## src/rtl/mult6_pkg.sv

```systemverilog
// Shared types and constants for the 6x6 Dadda multiplier datapath.
// APPROX_BITS only matters when the top is built with APPROX_LSB_EN.
package mult6_pkg;

  localparam int ROW_W       = 11;
  localparam int PROD_W      = ROW_W + 1;
  localparam int SPLIT       = 6;
  localparam int HI_W        = ROW_W - SPLIT;
  localparam int APPROX_BITS = 3;

  typedef logic [ROW_W-1:0]  row_t;
  typedef logic [PROD_W-1:0] prod_t;

  // Stage 1 holds the finished low slice and the untouched high halves of both rows.
  typedef struct packed {
    logic [SPLIT-1:0] lo_sum;
    logic             c1;
    logic [HI_W-1:0]  hi0;
    logic [HI_W-1:0]  hi1;
  } s1_t;

endpackage

```

## src/rtl/dadda_final_adder_pipe_if.sv

```systemverilog
// Operand/product handshake bundle between the reduction stage, the final adder
// and its consumer.
interface dadda_final_adder_pipe_if;
  import mult6_pkg::*;

  logic  in_valid;
  logic  in_ready;
  row_t  row0;
  row_t  row1;
  logic  out_valid;
  logic  out_ready;
  prod_t product;

  modport master (
    output in_valid, row0, row1, out_ready,
    input  in_ready, out_valid, product
  );

  modport slave (
    input  in_valid, row0, row1, out_ready,
    output in_ready, out_valid, product
  );

endinterface

```

## src/rtl/cla_slice.sv

```systemverilog
// W-bit carry-lookahead adder: every carry is a flat sum of products of the
// generate/propagate terms and cin, not a ripple chain.
module cla_slice #(
  parameter int W = 4
) (
  input  logic [W-1:0] a,
  input  logic [W-1:0] b,
  input  logic         cin,
  output logic [W-1:0] sum,
  output logic         cout
);

  logic [W-1:0] g;
  logic [W-1:0] p;
  logic [W:0]   carry;

  assign g = a & b;
  assign p = a ^ b;

  always_comb begin : lookahead
    logic term;
    logic run_p;
    carry    = '0;
    carry[0] = cin;
    for (int i = 0; i < W; i++) begin
      term  = g[i];
      run_p = p[i];
      for (int j = i - 1; j >= 0; j--) begin
        term  = term | (run_p & g[j]);
        run_p = run_p & p[j];
      end
      carry[i+1] = term | (run_p & cin);
    end
  end

  assign sum  = p ^ carry[W-1:0];
  assign cout = carry[W];

endmodule

```

## src/rtl/dadda_final_adder_pipe.sv

```systemverilog
// Two-stage final carry-propagate adder of the 6x6 Dadda multiplier with valid/ready
// on both sides. Define APPROX_LSB_EN to OR (not add) the lowest APPROX_BITS bits.
module dadda_final_adder_pipe
  import mult6_pkg::*;
(
  input logic                     clk,
  input logic                     rst,
  dadda_final_adder_pipe_if.slave bus
);

  s1_t              s1_q;
  s1_t              s1_d;
  logic             s1_valid;
  logic             s2_valid;
  logic             s2_load;
  logic             in_xfer;
  prod_t            product_q;
  logic [SPLIT-1:0] lo_sum;
  logic             lo_cout;
  logic [HI_W-1:0]  hi_sum;
  logic             hi_cout;

  assign s2_load       = s1_valid & (~s2_valid | bus.out_ready);
  assign bus.in_ready  = ~s1_valid | s2_load;
  assign in_xfer       = bus.in_valid & bus.in_ready;
  assign bus.out_valid = s2_valid;
  assign bus.product   = product_q;

`ifdef APPROX_LSB_EN
  // Approximate LSBs never carry; the exact part of the low slice starts at carry-in 0.
  logic [SPLIT-APPROX_BITS-1:0] lo_exact;

  cla_slice #(.W(SPLIT - APPROX_BITS)) u_lo (
    .a    (bus.row0[SPLIT-1:APPROX_BITS]),
    .b    (bus.row1[SPLIT-1:APPROX_BITS]),
    .cin  (1'b0),
    .sum  (lo_exact),
    .cout (lo_cout)
  );

  assign lo_sum = {lo_exact, bus.row0[APPROX_BITS-1:0] | bus.row1[APPROX_BITS-1:0]};
`else
  cla_slice #(.W(SPLIT)) u_lo (
    .a    (bus.row0[SPLIT-1:0]),
    .b    (bus.row1[SPLIT-1:0]),
    .cin  (1'b0),
    .sum  (lo_sum),
    .cout (lo_cout)
  );
`endif

  assign s1_d.lo_sum = lo_sum;
  assign s1_d.c1     = lo_cout;
  assign s1_d.hi0    = bus.row0[ROW_W-1:SPLIT];
  assign s1_d.hi1    = bus.row1[ROW_W-1:SPLIT];

  cla_slice #(.W(HI_W)) u_hi (
    .a    (s1_q.hi0),
    .b    (s1_q.hi1),
    .cin  (s1_q.c1),
    .sum  (hi_sum),
    .cout (hi_cout)
  );

  always_ff @(posedge clk) begin
    if (rst) begin
      s1_valid  <= 1'b0;
      s2_valid  <= 1'b0;
      s1_q      <= '0;
      product_q <= '0;
    end else begin
      if (in_xfer) begin
        s1_valid <= 1'b1;
        s1_q     <= s1_d;
      end else if (s2_load) begin
        s1_valid <= 1'b0;
      end
      // The high-slice carry out is the product MSB.
      if (s2_load) begin
        s2_valid  <= 1'b1;
        product_q <= {hi_cout, hi_sum, s1_q.lo_sum};
      end else if (bus.out_ready) begin
        s2_valid <= 1'b0;
      end
    end
  end

endmodule
```

## src/flat_wrapper.sv

```systemverilog
// flat-port wrapper written by rule: the top's interface ports become plain ports
module dadda_final_adder_pipe_flat import mult6_pkg::*;
  (clk, rst, bus_in_valid, bus_row0, bus_row1, bus_out_ready, bus_in_ready, bus_out_valid, bus_product);
  dadda_final_adder_pipe_if bus_i ();
  input logic clk;
  input logic rst;
  input wire logic [$bits(bus_i.in_valid)-1:0] bus_in_valid;
  input wire logic [$bits(bus_i.row0)-1:0] bus_row0;
  input wire logic [$bits(bus_i.row1)-1:0] bus_row1;
  input wire logic [$bits(bus_i.out_ready)-1:0] bus_out_ready;
  output wire logic [$bits(bus_i.in_ready)-1:0] bus_in_ready;
  output wire logic [$bits(bus_i.out_valid)-1:0] bus_out_valid;
  output wire logic [$bits(bus_i.product)-1:0] bus_product;
  assign bus_i.in_valid = bus_in_valid;
  assign bus_i.row0 = bus_row0;
  assign bus_i.row1 = bus_row1;
  assign bus_i.out_ready = bus_out_ready;
  assign bus_in_ready = bus_i.in_ready;
  assign bus_out_valid = bus_i.out_valid;
  assign bus_product = bus_i.product;
  dadda_final_adder_pipe u_core (.clk(clk), .rst(rst), .bus(bus_i));
endmodule
```

## config.mk

```make
export PLATFORM = sky130hd
export DESIGN_NAME = dadda_final_adder_pipe_flat
export DESIGN_NICKNAME = d
export VERILOG_FILES = /design/src/rtl/mult6_pkg.sv /design/src/rtl/dadda_final_adder_pipe_if.sv /design/src/rtl/cla_slice.sv /design/src/rtl/dadda_final_adder_pipe.sv /design/src/flat_wrapper.sv
export SDC_FILE = /design/constraint.sdc
export NUM_CORES = 1
export LEC_CHECK = 0
export BUFFER_PORTS_ARGS = -buffer_cell sky130_fd_sc_hd__buf_2
export CORE_UTILIZATION = 45
export CTS_CLUSTER_DIAMETER = 200
export DETAILED_ROUTE_END_ITERATION = 7
export HOLD_SLACK_MARGIN = 0.08
export PLACE_DENSITY = 0.83
export RECOVER_POWER = 25
export SYNTH_ARGS = -nofsm -noshare
export SYNTH_HDL_FRONTEND = slang
export SYNTH_SLANG_ARGS = --single-unit
```

## constraint.sdc

```tcl
create_clock -name clk -period 1.6 [get_ports clk]
set_input_delay 0 -clock clk [delete_from_list [all_inputs] [get_ports clk]]
set_output_delay 0 -clock clk [all_outputs]
set_load 0.01 [all_outputs]
```

---- Word-level counts from Yosys, hierarchy flattened ----
Cells that the tools add are included.
word-level totals
  register bits after elaboration ......... 31
  bits in latches ......................... 0
  memory bits (writable) .................. 0
  memory bits (read-only) ................. 0
  input bits .............................. 26
  output and inout port bits .............. 14
  word-level logic and storage cells ...... 105
  memories ................................ 0
operators by class
  $add $sub $neg .......................... 0
  $mul .................................... 0
  div/mod/pow operators ................... 0
  $lt $le $gt $ge ......................... 0
  eq/ne operators ......................... 0
  shift operators ......................... 0
  mux-type cells .......................... 4
  bitwise operators ....................... 92
  reductions and logical operators ........ 2
operator list
  kind                count
  AND 1 bit           52
  bitwise OR 1 bit    32
  XOR 6 bit           2
  XOR 5 bit           2
  AND 6 bit           1
  AND 5 bit           1
  2-to-1 mux 1 bit    4
  nonzero test 2 bit  2
  NOT 1 bit           2

---- Depth between registers and ports, before layout ----
  depth after elaboration ................. 7
  mapped depth ............................ 6
  depth with buffers taken out ............ 6

---- Modules after synthesis ----
Synthesis repeated with hierarchy kept, for this count alone.
second synthesis, totals
  cells, all modules ...................... 191
  area, all modules ....................... 1761.7 um^2
modules (own cells, without submodules)
  module                   instances  cells each  area each (um^2)  sequential area each (um^2)
  dadda_final_adder_pipe   1          138         1308.8            620.6
  cla_slice (u_core.u_lo)  1          29          249.0             0.0
  cla_slice (u_core.u_hi)  1          24          203.9             0.0

---- Worst setup path after synthesis ----
No wires, ideal clock.
  path type ............................... register to register
  from .................................... register u_core.s1_q[1] (netlist name)
  to ...................................... register u_core.product_q[10], in the netlist u_core.bus.product[10]
  library setup time ...................... 64 ps
  data arrival time ....................... 1675 ps
  data required time ...................... 1536 ps
  setup slack ............................. -139 ps
  stages on the path, launching flop included .. 6
  path buffers ............................ 0
  clock period less this slack ............ 1739 ps
  cells stage by stage .................... dfxtp_1 -> ha_1 -> and3_4 -> a221o_1 -> or4_1 -> nand4_1
on the way
  cells in the longest elaborated chain, start to end .. 6
  elaborated cells on any way between the ends .. 11
  those cells by class .................... bitwise (11)
ends and longest elaborated chain
  what                                                  line                              RTL
  start: declaration                                    dadda_final_adder_pipe.sv:11      s1_t s1_q;
  start signal: assignment                              dadda_final_adder_pipe.sv:69      s1_q <= '0;
  start signal: assignment                              dadda_final_adder_pipe.sv:74      s1_q <= s1_d;
  AND 5 bit / XOR 5 bit (equally long branches)         cla_slice.sv:17, cla_slice.sv:18
  AND 1 bit, on equally long branches                   cla_slice.sv:29, cla_slice.sv:30
  bitwise OR 1 bit, or another cell as far along        cla_slice.sv:29                   term = term | (run_p & g[j]);
  bitwise OR 1 bit / AND 1 bit (equally long branches)  cla_slice.sv:29, cla_slice.sv:32
  bitwise OR 1 bit (*)                                  cla_slice.sv:32                   carry[i+1] = term | (run_p & cin);
  XOR 5 bit (*)                                         cla_slice.sv:36                   assign sum = p ^ carry[W-1:0];
  end signal: assignment                                dadda_final_adder_pipe.sv:81      product_q <= {hi_cout, hi_sum, s1_q.lo_sum};
  end: declaration                                      dadda_final_adder_pipe.sv:17      prod_t product_q;
Every way passes the cells marked *; elsewhere a longest branch is shown, timed or not.
A chain may end at the register's enable or synchronous reset.

---- Final worst setup path ----
  from .................................... register u_core.s1_q[5] (netlist name)
  to ...................................... register u_core.product_q[10], in the netlist u_core.bus.product[10]
on the way
  cells in the longest elaborated chain, start to end .. 5
  elaborated cells on any way between the ends .. 8
  those cells by class .................... bitwise (8)
ends and longest elaborated chain
  what                                                  line
  AND 5 bit / XOR 5 bit (equally long branches)         cla_slice.sv:17, cla_slice.sv:18
  AND 1 bit, on equally long branches                   cla_slice.sv:29, cla_slice.sv:30
  bitwise OR 1 bit / AND 1 bit (equally long branches)  cla_slice.sv:29, cla_slice.sv:32
  bitwise OR 1 bit (*)                                  cla_slice.sv:32
  XOR 5 bit (*)                                         cla_slice.sv:36
Marked as above.

==> metrics.yaml <==
run_status:
  status: "complete, but fails checks"
  failed_checks: "negative setup slack"
final_layout:
  final_nets: 283
  drive_gt1_share_pct: 24.7
  n_antenna_cell: 0
  syn2layout_area_growth_pct: 34.1
  fin_cells: 287
  design_area_sq_um: 2070
sta:
  period_minus_slack_ns: 1.65
  whs_ns: 0.0890
  hold_viol: 0
  fin_skew_ns: 0.0201
  rsz0062_at_grt: "true"
  post-route-period-util_pct: 103
  slew_violations: 0
  max_slew_margin_pct: 70.7
  max_freq_ghz: 0.605
  final-setup-viol-count: 1
  tightest_slew_ns: 0.440
  fin_ws_ns: -0.0526
logic_synthesis:
  synthFlopType: "dfxtp_1"
  yosysSeqAreaShare_pct: 40.3
  synth_edf_count: 0
  syn_inst: 184
  yosysWarnings: 0
  syn_area_sq_um: 1540
  synthTopCellsByArea: "dfxtp_1 40%, nand2_1 10%, ha_1 9.7%"
  yosysTopAreaCellShare_pct: 40.3
  ys_ff_latch: 31
  avgSynthCellArea_sq_um: 8.37
  synthArstFlopShare_pct: 0
  synth_cell_types: 35
  synth_top_cell_by_area: "dfxtp_1"
  synth_nets: 224
grt:
  grt-ovfl-total: 0
  grt_pass1_wl_mm: 5.62
  grt_max_degree: 24
  grt_usage_pct: 21.2
  antenna_found_initial: 0
  grt_pass1_vias: 1381
clocking:
  cts-root-buf: "clkbuf_4"
  numCtsBuffers: 5
  clock_latency_ns: 0.35
  clkTransAtPathRegs_ns: 0.10
  cts_tree: "done"
  clock_path_buffers: 2
  cts_sinks: 31
  cts_max_level: 2
route:
  post_drt_wl_per_cell_um: 11.9
  vias: 1449
  wl_met2_mm: 1.63
  dr.pass1.iters: 4
  met3_length_um: 149
  avgViaCountPerCell: 5.05
  highest_layer: "met4"
  first_iter_violations: 42
  drt-total-wl_mm: 3.42
  drc_errors: 0
  wl_met1_mm: 1.58
  drtAntennaViolNets: 0
min_path:
  min_path_type: "in2reg"
setup_path:
  crit_type: "reg2reg"
  startpoint_type: "flip-flop"
  crit_required_ns: 1.88
  endpoint_kind: "flip-flop"
  arrival_ns: 1.93
  regToRegSetupSlack_ns: -0.05
  crit_path_max_fanout: 3
die:
  die_w_um: 60.5
  dieArea_sq_um: 3660
  dieHeight_um: 60.5
  rows: 20
  core-area_sq_um: 3150
  io_pins: 40
  start_util_pct: 48.8
placed_design:
  post_dp_cell_area_sq_um: 1860
  dpl.hpwl_mm: 2.44
  portBuffers: 39
  placed_cells: 265
  gp_congestion: 0.824
flow_run:
  drv_cap: 0
pwr:
  p_leak_uw: 0.000858
  vdd_drop_max_v: 0.000484
  powerDensity_nw_per_um2: 798
==> power by group <==
part | switching, uW | leakage (uW) | internal (uW)
Clock | 266 | 0.0000341 | 203
Sequential | 30.8 | 0.000257 | 821
Combinational | 162 | 0.000567 | 165
==> path summary, 6_finish.rpt <==
check	startpoint	endpoint	cells past startpoint
max	u_core.s1_q[5]	u_core.bus.product[10]	5
min	bus_row0[1]	u_core.s1_q[12]	4
max reg2reg	u_core.s1_q[5]	u_core.bus.product[10]	5
min reg2reg	u_core.s1_q[16]	u_core.bus.product[5]	2
==> what timing repair did <==
| item | 4_1_cts | 5_1_grt |
|---|---|---|
| setup endpoints to repair | 2 | 3 |
| setup buffers | 0 | 0 |
| pin swaps | 1 | 1 |
| gates resized for setup | 4 | 1 |
| endpoints found under the hold margin | 15 | 0 |
| hold buffers | 15 | 0 |
==> worst max-delay path: stages (launching register included) <==
cell     delay, ns
dfxtp_2       0.35
ha_4          0.24
a21o_1        0.17
a221o_1       0.35
or4_1         0.40
nand4_1       0.08
==> metrics by stage <==
| stage | setup WS, ns | util [%] | total power [uW] | setup TNS, ns |
|---|---|---|---|---|
| after floorplan | 0.0112 | - | 1060 | 0 |
| after global placement | 0.0139 | 59.1 | 1150 | 0 |
| after detailed placement | -0.0178 | 59.1 | 1170 | -0.0265 |
| after CTS | -0.0549 | 65.8 | 1660 | -0.0549 |
| after global routing | -0.0845 | 65.5 | 1740 | -0.143 |
| final | -0.0526 | 65.5 | 1650 | -0.0526 |
==> state kept, by name, summed over array words and instances, names as in the netlist <==
signal	count
u_core.s1_valid	1
u_core.bus.product	12
u_core.s1_q	17
u_core.bus.out_valid	1
==> layer usage <==
layer  up-vias  global-route usage [%]
met5         -                       0
met4         0                    8.77
met3         6                    7.04
met2        34                    38.6
met1       651                    22.3
li1        758                       -
==> area by class of cell <==
| cell class | instances | area (sq um) |
|---|---|---|
| Multi-Input combinational cell | 135 | 901 |
| Timing Repair Buffer | 62 | 394 |
| Clock inverter | 1 | 5.00 |
| Fill cell | 279 | 1090 |
| Tap cell | 44 | 55.1 |
| Sequential cell | 31 | 629 |
| Inverter | 8 | 30.0 |
| Clock buffer | 6 | 51.3 |
==> placed cells by master (no fill, tap or decap), types with 3 or more instances in the layout <==
cell / count
o41ai_1: 3
dfxtp_2: 7
dlygate4sd3_1: 15
a21oi_1: 22
nand2_1: 41
nand3b_1: 5
clkbuf_1: 9
o21ai_0: 3
a211oi_1: 6
ha_1: 8
ha_4: 4
dfxtp_1: 24
nand3_1: 3
nor2_1: 9
nor4b_1: 3
clkbuf_4: 5
buf_2: 30
buf_4: 8
inv_1: 8
==> cell families after synthesis <==
| logic type | share of synthesized area (%) |
|---|---|
| AOI/OAI and AO/OA | 16.4 |
| xor gates and xnor gates | 1.14 |
| adders and majority gates | 12.3 |
| buffers and inverters | 4.71 |
| DFF | 40.3 |
| and+or+nand+nor | 25.1 |
==> synth_stat cells (all sizes together), types with 3 or more instances <==
| library cell | number |
|---|---|
| ha | 12 |
| a211oi | 6 |
| nand3b | 5 |
| buf | 6 |
| clkbuf | 4 |
| nand3 | 3 |
| nand2 | 41 |
| o21ai | 4 |
| dfxtp | 31 |
| nor4b | 3 |
| o41ai | 3 |
| nor2 | 9 |
| a21oi | 22 |
| inv | 8 |
Note: power is estimated with default switching activity, not from simulation.
